File: src/rtl/bbox_unit.sv
// Triangle bounding-box unit: captures three signed fixed-point vertices, finds the
// min/max extents, rounds them to whole pixels and clamps them to the screen.
module bbox_unit #(
  parameter int WIDTH    = 16,
  parameter int FRAC     = 6,
  parameter int SCREEN_W = 320,
  parameter int SCREEN_H = 240,
  parameter int OUT_W    = 10
) (
  input  logic                    clk,
  input  logic                    rst,
  input  logic                    in_valid,
  output logic                    in_ready,
  input  logic signed [WIDTH-1:0] v0x,
  input  logic signed [WIDTH-1:0] v1x,
  input  logic signed [WIDTH-1:0] v2x,
  input  logic signed [WIDTH-1:0] v0y,
  input  logic signed [WIDTH-1:0] v1y,
  input  logic signed [WIDTH-1:0] v2y,
  output logic                    out_valid,
  input  logic                    out_ready,
  output logic [OUT_W-1:0]        xmin,
  output logic [OUT_W-1:0]        xmax,
  output logic [OUT_W-1:0]        ymin,
  output logic [OUT_W-1:0]        ymax,
  output logic                    cull,
  output logic                    degen
);

  typedef enum logic [2:0] {IDLE, CMP, RND, CLIP, OUT} state_t;

  localparam logic signed [WIDTH:0] HALF  = (WIDTH+1)'(1 << (FRAC - 1));
  localparam logic signed [WIDTH:0] X_LIM = (WIDTH+1)'(SCREEN_W - 1);
  localparam logic signed [WIDTH:0] Y_LIM = (WIDTH+1)'(SCREEN_H - 1);

  state_t state_reg, state_next;

  logic signed [WIDTH-1:0] vx_reg [3];
  logic signed [WIDTH-1:0] vy_reg [3];
  // Extent order everywhere: xmin, xmax, ymin, ymax
  logic signed [WIDTH-1:0] ext_reg  [4];
  logic signed [WIDTH:0]   ext_sx   [4];
  logic signed [WIDTH:0]   sum_next [4];
  logic signed [WIDTH:0]   rnd_next [4];
  logic signed [WIDTH:0]   rnd_reg  [4];
  logic [OUT_W-1:0]        clamp_next [4];
  logic                    degen_reg;
  logic                    cull_next;

  function automatic logic signed [WIDTH-1:0] smin3(
    input logic signed [WIDTH-1:0] a,
    input logic signed [WIDTH-1:0] b,
    input logic signed [WIDTH-1:0] c
  );
    logic signed [WIDTH-1:0] m;
    m = (a < b) ? a : b;
    return (c < m) ? c : m;
  endfunction

  function automatic logic signed [WIDTH-1:0] smax3(
    input logic signed [WIDTH-1:0] a,
    input logic signed [WIDTH-1:0] b,
    input logic signed [WIDTH-1:0] c
  );
    logic signed [WIDTH-1:0] m;
    m = (a > b) ? a : b;
    return (c > m) ? c : m;
  endfunction

  // One extra bit keeps the half-pixel add from overflowing at the positive limit.
  genvar gi;
  generate
    for (gi = 0; gi < 4; gi++) begin : g_ext
      localparam logic signed [WIDTH:0] LIM = (gi < 2) ? X_LIM : Y_LIM;
      assign ext_sx[gi]     = {ext_reg[gi][WIDTH-1], ext_reg[gi]};
      assign sum_next[gi]   = ext_sx[gi] + HALF;
      assign rnd_next[gi]   = sum_next[gi] >>> FRAC;
      assign clamp_next[gi] = rnd_reg[gi][WIDTH]  ? '0 :
                              (rnd_reg[gi] > LIM) ? LIM[OUT_W-1:0] :
                                                    rnd_reg[gi][OUT_W-1:0];
    end
  endgenerate

  assign cull_next = rnd_reg[1][WIDTH] | (rnd_reg[0] > X_LIM) |
                     rnd_reg[3][WIDTH] | (rnd_reg[2] > Y_LIM);

  always_comb begin
    state_next = state_reg;
    case (state_reg)
      IDLE:    if (in_valid) state_next = CMP;
      CMP:     state_next = RND;
      RND:     state_next = CLIP;
      CLIP:    state_next = OUT;
      OUT:     if (out_ready) state_next = IDLE;
      default: state_next = IDLE;
    endcase
  end

  assign in_ready  = (state_reg == IDLE) && !rst;
  assign out_valid = (state_reg == OUT);

  always_ff @(posedge clk) begin
    if (rst) begin
      state_reg <= IDLE;
      xmin      <= '0;
      xmax      <= '0;
      ymin      <= '0;
      ymax      <= '0;
      cull      <= 1'b0;
      degen     <= 1'b0;
    end else begin
      state_reg <= state_next;
      case (state_reg)
        IDLE: if (in_valid) begin
          vx_reg[0] <= v0x;
          vx_reg[1] <= v1x;
          vx_reg[2] <= v2x;
          vy_reg[0] <= v0y;
          vy_reg[1] <= v1y;
          vy_reg[2] <= v2y;
        end
        CMP: begin
          ext_reg[0] <= smin3(vx_reg[0], vx_reg[1], vx_reg[2]);
          ext_reg[1] <= smax3(vx_reg[0], vx_reg[1], vx_reg[2]);
          ext_reg[2] <= smin3(vy_reg[0], vy_reg[1], vy_reg[2]);
          ext_reg[3] <= smax3(vy_reg[0], vy_reg[1], vy_reg[2]);
        end
        RND: begin
          for (int i = 0; i < 4; i++) rnd_reg[i] <= rnd_next[i];
          degen_reg <= (rnd_next[0] == rnd_next[1]) | (rnd_next[2] == rnd_next[3]);
        end
        CLIP: begin
          xmin  <= clamp_next[0];
          xmax  <= clamp_next[1];
          ymin  <= clamp_next[2];
          ymax  <= clamp_next[3];
          cull  <= cull_next;
          degen <= degen_reg;
        end
        default: ;
      endcase
    end
  end

endmodule

File: config.mk
export PLATFORM = sky130hd
export DESIGN_NAME = bbox_unit
export DESIGN_NICKNAME = d
export VERILOG_FILES = /design/src/rtl/bbox_unit.sv
export SDC_FILE = /design/constraint.sdc
export NUM_CORES = 1
export LEC_CHECK = 0
export BUFFER_PORTS_ARGS = -buffer_cell sky130_fd_sc_hd__buf_2
export CAP_MARGIN = 20
export CORE_ASPECT_RATIO = 1.4
export CORE_UTILIZATION = 43
export CTS_CLUSTER_DIAMETER = 100
export DETAILED_ROUTE_END_ITERATION = 10
export GPL_TIMING_DRIVEN = 1
export PLACE_DENSITY = 0.66
export RECOVER_POWER = 100
export SLEW_MARGIN = 20
export SYNTH_ARGS = -nofsm -noshare
export SYNTH_HDL_FRONTEND = slang
export SYNTH_SLANG_ARGS = --single-unit
File: constraint.sdc
create_clock -name clk -period 16.7 [get_ports clk]
set_input_delay 3.34 -clock clk [delete_from_list [all_inputs] [get_ports clk]]
set_output_delay 3.34 -clock clk [all_outputs]
set_load 0.005 [all_outputs]
==> reports/summary.json, run 1 <==
{
  "run_status": {
    "outcome": "finished, violations left",
    "violations": "capacitance limit, slew limit"
  },
  "detailed_routing": {
    "drt-wirelength-per-cell_um": 14.4,
    "drt_pass_1_iters": 6,
    "drc": 0,
    "finalWirelength_um": 22100,
    "vias": 7706,
    "first_iter_violations": 286,
    "routed_via_density": 5.03,
    "route.antenna.remaining_nets": 0
  },
  "power": {
    "cell_internal_pwr_mw": 1.03,
    "p_seq_share_pct": 49.6,
    "power_frac_comb_pct": 16.2,
    "power.ir.vdd_worst_v": 0.0000852,
    "power_density_mw_per_mm2": 102,
    "share_clk_of_total_power_pct": 34.2,
    "p_sw_mw": 0.349,
    "leakagePower_nw": 5.50,
    "power.share.switching_pct": 25.4
  },
  "timing": {
    "final_max_slew_viol_count": 221,
    "final_min_period_over_clock_period_pct": 50.2,
    "final_setup_violating_endpoints": 0,
    "post-route-min-period_ns": 8.38,
    "max_freq_ghz": 0.119,
    "max_slew.worst_pin.slew_ns": 3.81,
    "final.hold.worst_slack_ns": 0.452,
    "timing.max_slew.rel_slack_pct": -154,
    "grt_setup_unrepaired": "no",
    "hold_viol": 0,
    "tns_ns": 0,
    "worst_setup_skew_after_layout_ns": 0.00730
  },
  "finish": {
    "most_common_cell_after_layout_fill_and_taps_aside": "sky130_fd_sc_hd__edfxtp_1",
    "final_cell_mix": "185 x sky130_fd_sc_hd__edfxtp_1, 117 x sky130_fd_sc_hd__buf_2, 101 x sky130_fd_sc_hd__nor2_1, 98 x sky130_fd_sc_hd__ha_1, 90 x sky130_fd_sc_hd__mux2i_1",
    "multi_input_comb_area_mm2": 0.00490,
    "areaGrowthSynthToFinish_pct": 14.5,
    "seqCellArea_mm2": 0.00646,
    "fillerInstances": 2494,
    "nNetsFinal": 1348,
    "antenna-diode-count": 0,
    "drive_above_1_share_pct": 13.0
  },
  "synth": {
    "asyncSetResetFlopFracSynth_pct": 0,
    "ys_warn_count": 0,
    "predominant_post_synthesis_flop_cell": "sky130_fd_sc_hd__edfxtp_1",
    "avgSynthCellArea_um2": 11.7,
    "synth_edf_count": 185,
    "synthesis.instances": 1005,
    "synth_area_mm2": 0.0118,
    "synthesized_nets": 1203,
    "yosysSeqAreaShare_pct": 54.9,
    "library_cells_used_by_synthesis": 52,
    "ys_ff_latch": 230
  },
  "critical_path": {
    "reg2regPathDepth": 20,
    "critical_path_arrival_ns": 8.41,
    "worst_setup_slack_for_register_to_register_paths_ns": 10.22,
    "crit_fanout": 76,
    "r2r_end": "ext_reg[3][12]",
    "r2r-start": "vy_reg[0][15]",
    "crit_type": "input port to flip-flop",
    "crit_required_ns": 16.73,
    "critPathLaunchType": "input port",
    "critPathCaptureType": "flip-flop"
  },
  "clock_network": {
    "cts_setup_buffers": 0,
    "max_root_sink_buffers": 3,
    "root_buffer": "sky130_fd_sc_hd__clkbuf_16",
    "cts.htree.levels": 1,
    "clk_pin_slew_ns": 0.06,
    "clock_sink_count": 230,
    "ctsResizeCount": 0,
    "cts_tree": "built",
    "clock_latency_of_the_later_clocked_register_in_the_worst_skew_pair_ns": 0.51,
    "cts_hold_repair.buffers": 0,
    "number_of_clock_buffers_inserted_by_tritoncts": 22
  },
  "grt": {
    "grt_max_degree": 77,
    "grt_pass1_wl_um": 35500,
    "via_count_of_the_first_global_routing_pass": 7446,
    "grt_use_total_pct": 15.9,
    "grt_antenna_before_repair": 0,
    "grt_overflow": 0
  },
  "placed_design": {
    "place.gp.congestion": 0.842,
    "port-buffer-count": 143,
    "place_hpwl_um": 17300
  },
  "floorplan": {
    "floorplan.die.width_um": 142,
    "die_area_mm2": 0.0280,
    "core_region_area_mm2": 0.0268,
    "std_cell_rows": 71,
    "initial_utilization_pct": 43.8,
    "ios": 144,
    "die_height_um": 198
  },
  "flow_run": {
    "max_cap_viol_count": 6
  },
  "min_path": {
    "cell_depth_of_the_worst_hold_path": 1,
    "min_delay_worst_endpoint": "ymin[9]",
    "min_path_type": "flip-flop to flip-flop",
    "min-delay-start": "ymin[9]"
  }
}
[critical path: stages]
cell and delay (ns):
sky130_fd_sc_hd__clkbuf_1 0.65, sky130_fd_sc_hd__nor4_1 0.50, sky130_fd_sc_hd__and2_0 1.08, sky130_fd_sc_hd__clkbuf_1 2.74
[logic make-up (layout without fill, tap and decap cells)]
group | count (synthesis) | count (layout) | share of synthesized area (%)
XOR/XNOR | 60 | 60 | 4.47
AO/OA/AOI/OAI | 146 | 146 | 7.44
buffers and inverters | 96 | 257 | 3.36
multiplexers | 92 | 92 | 7.86
adder cells (fa/ha/maj) | 98 | 98 | 10.4
AND/OR/NAND/NOR | 283 | 283 | 11.5
flip-flops | 230 | 230 | 54.9
[final cells by class]
cell class | instances | share of cell area (%)
Tap cell | 365 | 3.39
Multi-Input combinational cell | 679 | 36.4
Inverter | 66 | 1.84
Sequential cell | 230 | 48.0
Timing Repair Buffer | 151 | 5.33
Clock inverter | 11 | 0.651
Clock buffer | 29 | 4.44
[per-layer routing]
layer / global-route usage (%) / part of all wire (%) / vias up
met5: 0 / 0 / -
met4: 7.01 / 3.2 / 0
met3: 2.47 / 4.1 / 45
met2: 27.6 / 48 / 175
met1: 19.5 / 45 / 3503
li1: - / - / 3983
[how the worst max path moves through the flow]
| stage | from | to |
|---|---|---|
| 4_1_cts | rst | in_ready |
| 6_report | rst | vy_reg[0][40] |
| 2_1_floorplan | rst | ext_reg[0][10] |
| 5_1_grt | rst | vy_reg[0][29] |
| 3_3_place_gp | rst | in_ready |
| 3_5_place_dp | rst | in_ready |
[synth_stat cells, types with 4 or more instances]
cell type                  instances  area (µm²)
sky130_fd_sc_hd__nand2b_1          5        31.3
sky130_fd_sc_hd__edfxtp_1        185        5560
sky130_fd_sc_hd__nor2b_1           5        31.3
sky130_fd_sc_hd__dfxtp_1          45         901
sky130_fd_sc_hd__nand4_1          25         156
sky130_fd_sc_hd__and2_1            9        56.3
sky130_fd_sc_hd__ha_1             98        1230
sky130_fd_sc_hd__o21ai_0          15        75.1
sky130_fd_sc_hd__a21o_1           15         113
sky130_fd_sc_hd__nand3_1          35         175
sky130_fd_sc_hd__inv_1            66         248
sky130_fd_sc_hd__nor3_1           40         200
sky130_fd_sc_hd__and3_1            4        25.0
sky130_fd_sc_hd__buf_4             4        30.0
sky130_fd_sc_hd__clkbuf_1         17        63.8
sky130_fd_sc_hd__nor4_1            6        37.5
sky130_fd_sc_hd__nand2_1          39         146
sky130_fd_sc_hd__mux2i_1          90         901
sky130_fd_sc_hd__a21oi_1          82         410
sky130_fd_sc_hd__xnor2_1          38         333
sky130_fd_sc_hd__xor2_1           22         193
sky130_fd_sc_hd__o21a_1           10        75.1
sky130_fd_sc_hd__nor2_1          101         379
sky130_fd_sc_hd__buf_2             4        20.0
[power by group through the flow]
stage / clock, mW / combinational (mW) / sequential (mW)
floorplan: 0 / 0.172 / 0.686
global placement: 0 / 0.223 / 0.691
detailed placement: 0 / 0.227 / 0.692
CTS: 0.486 / 0.228 / 0.679
global route: 0.508 / 0.252 / 0.685
finish: 0.470 / 0.223 / 0.681
[through the flow]
stage | utilization, % | cells | total power, mW | cell area (µm²) | setup WS, ns
2_1_floorplan | - | 1005 | 0.858 | 11800 | 7.86
3_3_place_gp | 47.9 | 1491 | 0.913 | 12900 | 9.14
3_5_place_dp | 47.9 | 1491 | 0.918 | 12900 | 9.13
4_1_cts | 50.5 | 1531 | 1.39 | 13500 | 9.13
5_1_grt | 50.2 | 1531 | 1.44 | 13500 | 7.57
6_report | 50.2 | 1531 | 1.37 | 13500 | 8.32
No activity file was read; power rests on OpenSTA's default activity.
==> run 2: changes to the inputs <==
Settings changed: PLACE_DENSITY 0.66 to 0.68.
Clock period 16.7 ns to 6.77 ns, I/O delays scaled along.
==> reports/summary.json, run 2 (same netlist as run 1, synthesis figures left out) <==
{
  "run_status": {
    "outcome": "finished, violations left",
    "violations": "capacitance limit, slew limit"
  },
  "floorplan": {
    "std_cell_rows": 71,
    "die_area_mm2": 0.0280,
    "core_region_area_mm2": 0.0268,
    "ios": 144,
    "initial_utilization_pct": 43.8,
    "floorplan.die.width_um": 142,
    "die_height_um": 198
  },
  "min_path": {
    "min_path_type": "flip-flop to flip-flop"
  },
  "critical_path": {
    "critical_path.max_stage_delay_ns": 1.02,
    "crit_required_ns": 7.02,
    "crit_fanout": 16,
    "crit_type": "flip-flop to flip-flop",
    "worstPathCellList": "ha_1 > nand4_1 > nor2_1 > a221o_1 > a211o_1 > xor2_2 > a21oi_1 > buf_4 > mux2i_1 > ha_1 > a21o_1 > a21o_1 > a21oi_1 > nor2b_1 > o21a_1 > o21ai_0 > a31oi_1 > buf_4 > mux2i_1",
    "critPathCaptureType": "flip-flop",
    "critical_path_arrival_ns": 5.97,
    "critPathLaunchType": "flip-flop",
    "critical-path-slowest-cell": "sky130_fd_sc_hd__a21oi_1"
  },
  "placed_design": {
    "post_dp_cell_area_mm2": 0.0129,
    "port-buffer-count": 143,
    "dp_worst_setup_slack_ns": 1.42,
    "placed_cells_incl_taps": 1490,
    "place.gp.congestion": 0.903,
    "place_hpwl_um": 17900
  },
  "detailed_routing": {
    "drt_pass_1_iters": 4,
    "drc": 0,
    "first_iter_violations": 245,
    "routed-wl-met3_um": 1000,
    "post_route_met1_wirelength_um": 10200,
    "routed_via_density": 5.05,
    "drt-wirelength-per-cell_um": 15.2,
    "route.top_layer_used": "met4",
    "finalWirelength_um": 23300,
    "vias": 7743,
    "route.antenna.remaining_nets": 0,
    "met2RoutedLength_um": 11400
  },
  "timing": {
    "max_freq_ghz": 0.175,
    "final_max_slew_viol_count": 196,
    "worst_setup_skew_after_layout_ns": 0.0112,
    "hold_viol": 0,
    "post-route-min-period_ns": 5.72,
    "timing.max_slew.rel_slack_pct": -105,
    "final_setup_violating_endpoints": 0,
    "max_slew.worst_pin.slew_ns": 3.07,
    "final_critical_path_setup_slack_ns": 1.05,
    "final.hold.worst_slack_ns": 0.454,
    "tns_ns": 0,
    "final_min_period_over_clock_period_pct": 84.5,
    "grt_setup_unrepaired": "no"
  },
  "finish": {
    "final_cell_mix": "185 x sky130_fd_sc_hd__edfxtp_1, 113 x sky130_fd_sc_hd__buf_2, 101 x sky130_fd_sc_hd__nor2_1, 98 x sky130_fd_sc_hd__ha_1, 90 x sky130_fd_sc_hd__mux2i_1",
    "post_layout_cell_count": 1534,
    "areaGrowthSynthToFinish_pct": 15.6,
    "antenna-diode-count": 0,
    "final_cell_area_mm2": 0.0136,
    "most_common_cell_after_layout_fill_and_taps_aside": "sky130_fd_sc_hd__edfxtp_1",
    "nNetsFinal": 1349,
    "fin_util_pct": 50.7,
    "drive_above_1_share_pct": 13.4
  },
  "clock_network": {
    "clock_sink_count": 230,
    "ctsResizeCount": 0,
    "cts_setup_buffers": 0,
    "max_root_sink_buffers": 3,
    "number_of_clock_buffers_inserted_by_tritoncts": 24,
    "cts_hold_repair.buffers": 0,
    "clock_latency_of_the_later_clocked_register_in_the_worst_skew_pair_ns": 0.52,
    "root_buffer": "sky130_fd_sc_hd__clkbuf_16",
    "clk_pin_slew_ns": 0.06,
    "cts_tree": "built",
    "cts.htree.levels": 1
  },
  "grt": {
    "grt_pass1_wl_um": 37700,
    "grt_use_total_pct": 16.9,
    "via_count_of_the_first_global_routing_pass": 7626,
    "grt_overflow": 0,
    "grt_antenna_before_repair": 0,
    "grt_max_degree": 68
  },
  "power": {
    "leakagePower_nw": 5.58,
    "power.ir.vdd_worst_v": 0.000186,
    "post-layout-total-power_mw": 3.58,
    "power_density_mw_per_mm2": 263
  },
  "flow_run": {
    "max_cap_viol_count": 5
  }
}
==> run 2: worst paths after layout <==
path	slack [ns]	cells after the start	to	from
setup / recovery	1.05	19	ext_reg[3][13]	vy_reg[0][15]
hold / removal	0.45	2	degen	degen
setup reg to reg	1.05	19	ext_reg[3][13]	vy_reg[0][15]
hold reg to reg	0.45	2	degen	degen
==> run 2: report_power, final <==
part           leakage [nW]  internal (mW)  switching, mW
logic                  3.12          0.243          0.319
clock network         0.396          0.814          0.524
registers              2.06           1.63         0.0502
==> run 2: critical path: cells and delay by family (launching register included) <==
family,cells,cell delay [ns]
compound gates,9,2.70
xor+xnor,1,0.27
buf+inv,2,0.57
simple gates,3,0.30
fa+ha+maj,2,0.73
mux,2,0.46
flops,1,0.41
==> run 2: layout make-up <==
class | instances | area, µm²
inverters | 66 | 248
clock inverters | 5 | 77.6
well taps | 365 | 457
clock buffers | 39 | 732
repair buffers | 150 | 719
multi-input cells | 679 | 4900
fillers | 2456 | 13200
flip-flops and latches | 230 | 6460
==> run 2: per-layer routing <==
layer,vias to the layer above,track usage [%]
met5,-,0
met4,0,6.65
met3,43,2.59
met2,170,29.9
met1,3549,20.6
li1,3981,-
==> run 3: changes to the inputs <==
Clock period 6.77 ns to 5.1 ns, I/O delays scaled along.
==> reports/summary.json, run 3 (same netlist as run 1, synthesis figures left out) <==
{
  "run_status": {
    "outcome": "finished, violations left",
    "violations": "capacitance limit, slew limit"
  },
  "floorplan": {
    "die_area_mm2": 0.0280,
    "floorplan.die.width_um": 142,
    "core_region_area_mm2": 0.0268,
    "die_height_um": 198,
    "ios": 144,
    "initial_utilization_pct": 43.8,
    "std_cell_rows": 71
  },
  "finish": {
    "final_cell_area_mm2": 0.0137,
    "areaGrowthSynthToFinish_pct": 16.2,
    "drive_above_1_share_pct": 14.7,
    "antenna-diode-count": 0,
    "final_cell_mix": "185 x sky130_fd_sc_hd__edfxtp_1, 116 x sky130_fd_sc_hd__buf_2, 101 x sky130_fd_sc_hd__nor2_1, 98 x sky130_fd_sc_hd__ha_1, 90 x sky130_fd_sc_hd__mux2i_1",
    "most_common_cell_after_layout_fill_and_taps_aside": "sky130_fd_sc_hd__edfxtp_1",
    "nNetsFinal": 1354,
    "post_layout_cell_count": 1539
  },
  "detailed_routing": {
    "drt-wirelength-per-cell_um": 14.9,
    "route.antenna.remaining_nets": 0,
    "routed_via_density": 5.05,
    "first_iter_violations": 262,
    "drc": 0,
    "vias": 7779,
    "finalWirelength_um": 23000,
    "drt_pass_1_iters": 4
  },
  "timing": {
    "final_min_period_over_clock_period_pct": 94.0,
    "final_critical_path_setup_slack_ns": 0.307,
    "final_setup_violating_endpoints": 0,
    "max_freq_ghz": 0.209,
    "hold_viol": 0,
    "final_max_slew_viol_count": 231,
    "max_slew.worst_pin.slew_ns": 2.70,
    "timing.max_slew.rel_slack_pct": -79.9,
    "post-route-min-period_ns": 4.79,
    "tns_ns": 0,
    "worst_setup_skew_after_layout_ns": 0.0146,
    "grt_setup_unrepaired": "no"
  },
  "critical_path": {
    "r2r-start": "vy_reg[0][15]",
    "crit_family": "compound AO/OA/AOI/OAI gates",
    "r2r_end": "ext_reg[3][8]",
    "crit_required_ns": 5.46,
    "critical_path_arrival_ns": 5.15,
    "critical_path.max_stage_delay_ns": 0.48,
    "critPathCaptureType": "flip-flop",
    "worstPathBufferInverterCount": 2,
    "reg2regPathDepth": 19,
    "crit_type": "flip-flop to flip-flop",
    "worst-path-stages": 19,
    "critPathLaunchType": "flip-flop",
    "critical-path-slowest-cell": "sky130_fd_sc_hd__a31oi_1",
    "crit_fanout": 8,
    "worstPathCellList": "ha_1 > nand4_1 > nor2_1 > a221o_1 > a211o_1 > xor2_2 > a21oi_2 > buf_4 > mux2i_1 > ha_1 > a21o_1 > a21o_1 > a21oi_1 > nor2b_1 > o21a_1 > o21ai_0 > a31oi_1 > buf_4 > mux2i_1",
    "worst_setup_slack_for_register_to_register_paths_ns": 0.31
  },
  "power": {
    "power_density_mw_per_mm2": 349,
    "leakagePower_nw": 5.60,
    "power.ir.vdd_worst_v": 0.000261
  },
  "clock_network": {
    "ctsResizeCount": 0,
    "clock_sink_count": 230,
    "cts.htree.levels": 1,
    "cts_setup_buffers": 0,
    "max_root_sink_buffers": 3,
    "cts_tree": "built",
    "root_buffer": "sky130_fd_sc_hd__clkbuf_16",
    "clock_latency_of_the_later_clocked_register_in_the_worst_skew_pair_ns": 0.54,
    "clk_pin_slew_ns": 0.06,
    "number_of_clock_buffers_inserted_by_tritoncts": 25,
    "cts_hold_repair.buffers": 0
  },
  "placed_design": {
    "post_dp_cell_area_mm2": 0.0129,
    "port-buffer-count": 143,
    "dp_worst_setup_slack_ns": 0.258,
    "place_hpwl_um": 17700,
    "place.gp.congestion": 0.887,
    "placed_cells_incl_taps": 1494
  },
  "grt": {
    "grt_use_total_pct": 16.6,
    "grt_overflow": 0,
    "via_count_of_the_first_global_routing_pass": 7666,
    "grt_pass1_wl_um": 37200,
    "grt_antenna_before_repair": 0,
    "grt_max_degree": 97
  },
  "min_path": {
    "cell_depth_of_the_worst_hold_path": 1,
    "min-delay-start": "xmin[9]",
    "min_delay_worst_endpoint": "xmin[9]",
    "min_path_type": "flip-flop to flip-flop"
  },
  "flow_run": {
    "max_cap_viol_count": 4
  }
}
## run 3: changes by cell type in the layout (fill, tap and decap cells not counted), sizes merged
cell	change
clkbuf	-14
buf	+7
clkinv	+5
clkinvlp	+4
inv	+2
bufinv	+1
## run 3: per-stage QoR
stage	util [%]	hold WS (ns)	power [mW]
after floorplan	-	0.448	2.81
after global placement	48.1	0.437	3.00
after detailed placement	48.1	0.441	3.02
after CTS	51.1	0.459	4.81
after global routing	50.9	0.481	4.99
final	50.9	0.452	4.76
## run 3: layout make-up
cell class	instances	area [µm²]
Fill cell	2476	13200
Sequential cell	230	6460
Multi-Input combinational cell	679	4920
Timing Repair Buffer	154	759
Clock buffer	28	637
Tap cell	365	457
Inverter	66	248
Clock inverter	17	178
## run 3: worst max-delay path by stage
stage | to | slack [ns] | from
2_1_floorplan | ext_reg[1][10] | 0.48 | vx_reg[0][14]
3_3_place_gp | ext_reg[0][9] | 0.29 | vx_reg[0][14]
3_5_place_dp | ext_reg[0][8] | 0.26 | vx_reg[0][15]
4_1_cts | ext_reg[0][8] | 0.21 | vx_reg[0][15]
5_1_grt | ext_reg[2][11] | 0.06 | vy_reg[0][31]
6_report | ext_reg[3][8] | 0.31 | vy_reg[0][15]
## run 3: worst reg2reg max path, stage by stage (launching register included)
cell and delay, ns:
sky130_fd_sc_hd__edfxtp_1 0.42, sky130_fd_sc_hd__ha_1 0.43, sky130_fd_sc_hd__nand4_1 0.21, sky130_fd_sc_hd__nor2_1 0.07, sky130_fd_sc_hd__a221o_1 0.29, sky130_fd_sc_hd__a211o_1 0.37
sky130_fd_sc_hd__xor2_2 0.19, sky130_fd_sc_hd__a21oi_2 0.32, sky130_fd_sc_hd__buf_4 0.24, sky130_fd_sc_hd__mux2i_1 0.29, sky130_fd_sc_hd__ha_1 0.19, sky130_fd_sc_hd__a21o_1 0.10
sky130_fd_sc_hd__a21o_1 0.11, sky130_fd_sc_hd__a21oi_1 0.06, sky130_fd_sc_hd__nor2b_1 0.11, sky130_fd_sc_hd__o21a_1 0.11, sky130_fd_sc_hd__o21ai_0 0.07, sky130_fd_sc_hd__a31oi_1 0.48
sky130_fd_sc_hd__buf_4 0.30, sky130_fd_sc_hd__mux2i_1 0.26
## run 3: where the power goes
group / total [mW] / internal [mW] / switching [mW]
sequential: 2.23 / 2.16 / 0.0678
combinational: 0.745 / 0.326 / 0.419
clock: 1.78 / 1.05 / 0.731
total: 4.76 / 3.54 / 1.22
## run 3: layer usage
metal / part of all wire [%] / vias to the layer above / wire length (µm) / track usage (%)
li1: - / 3990 / - / -
met1: 44 / 3582 / 10100 / 20.3
met2: 49 / 163 / 11200 / 29.1
met3: 4.2 / 44 / 964 / 2.74
met4: 2.8 / 0 / 646 / 6.61
met5: 0 / - / 0 / 0
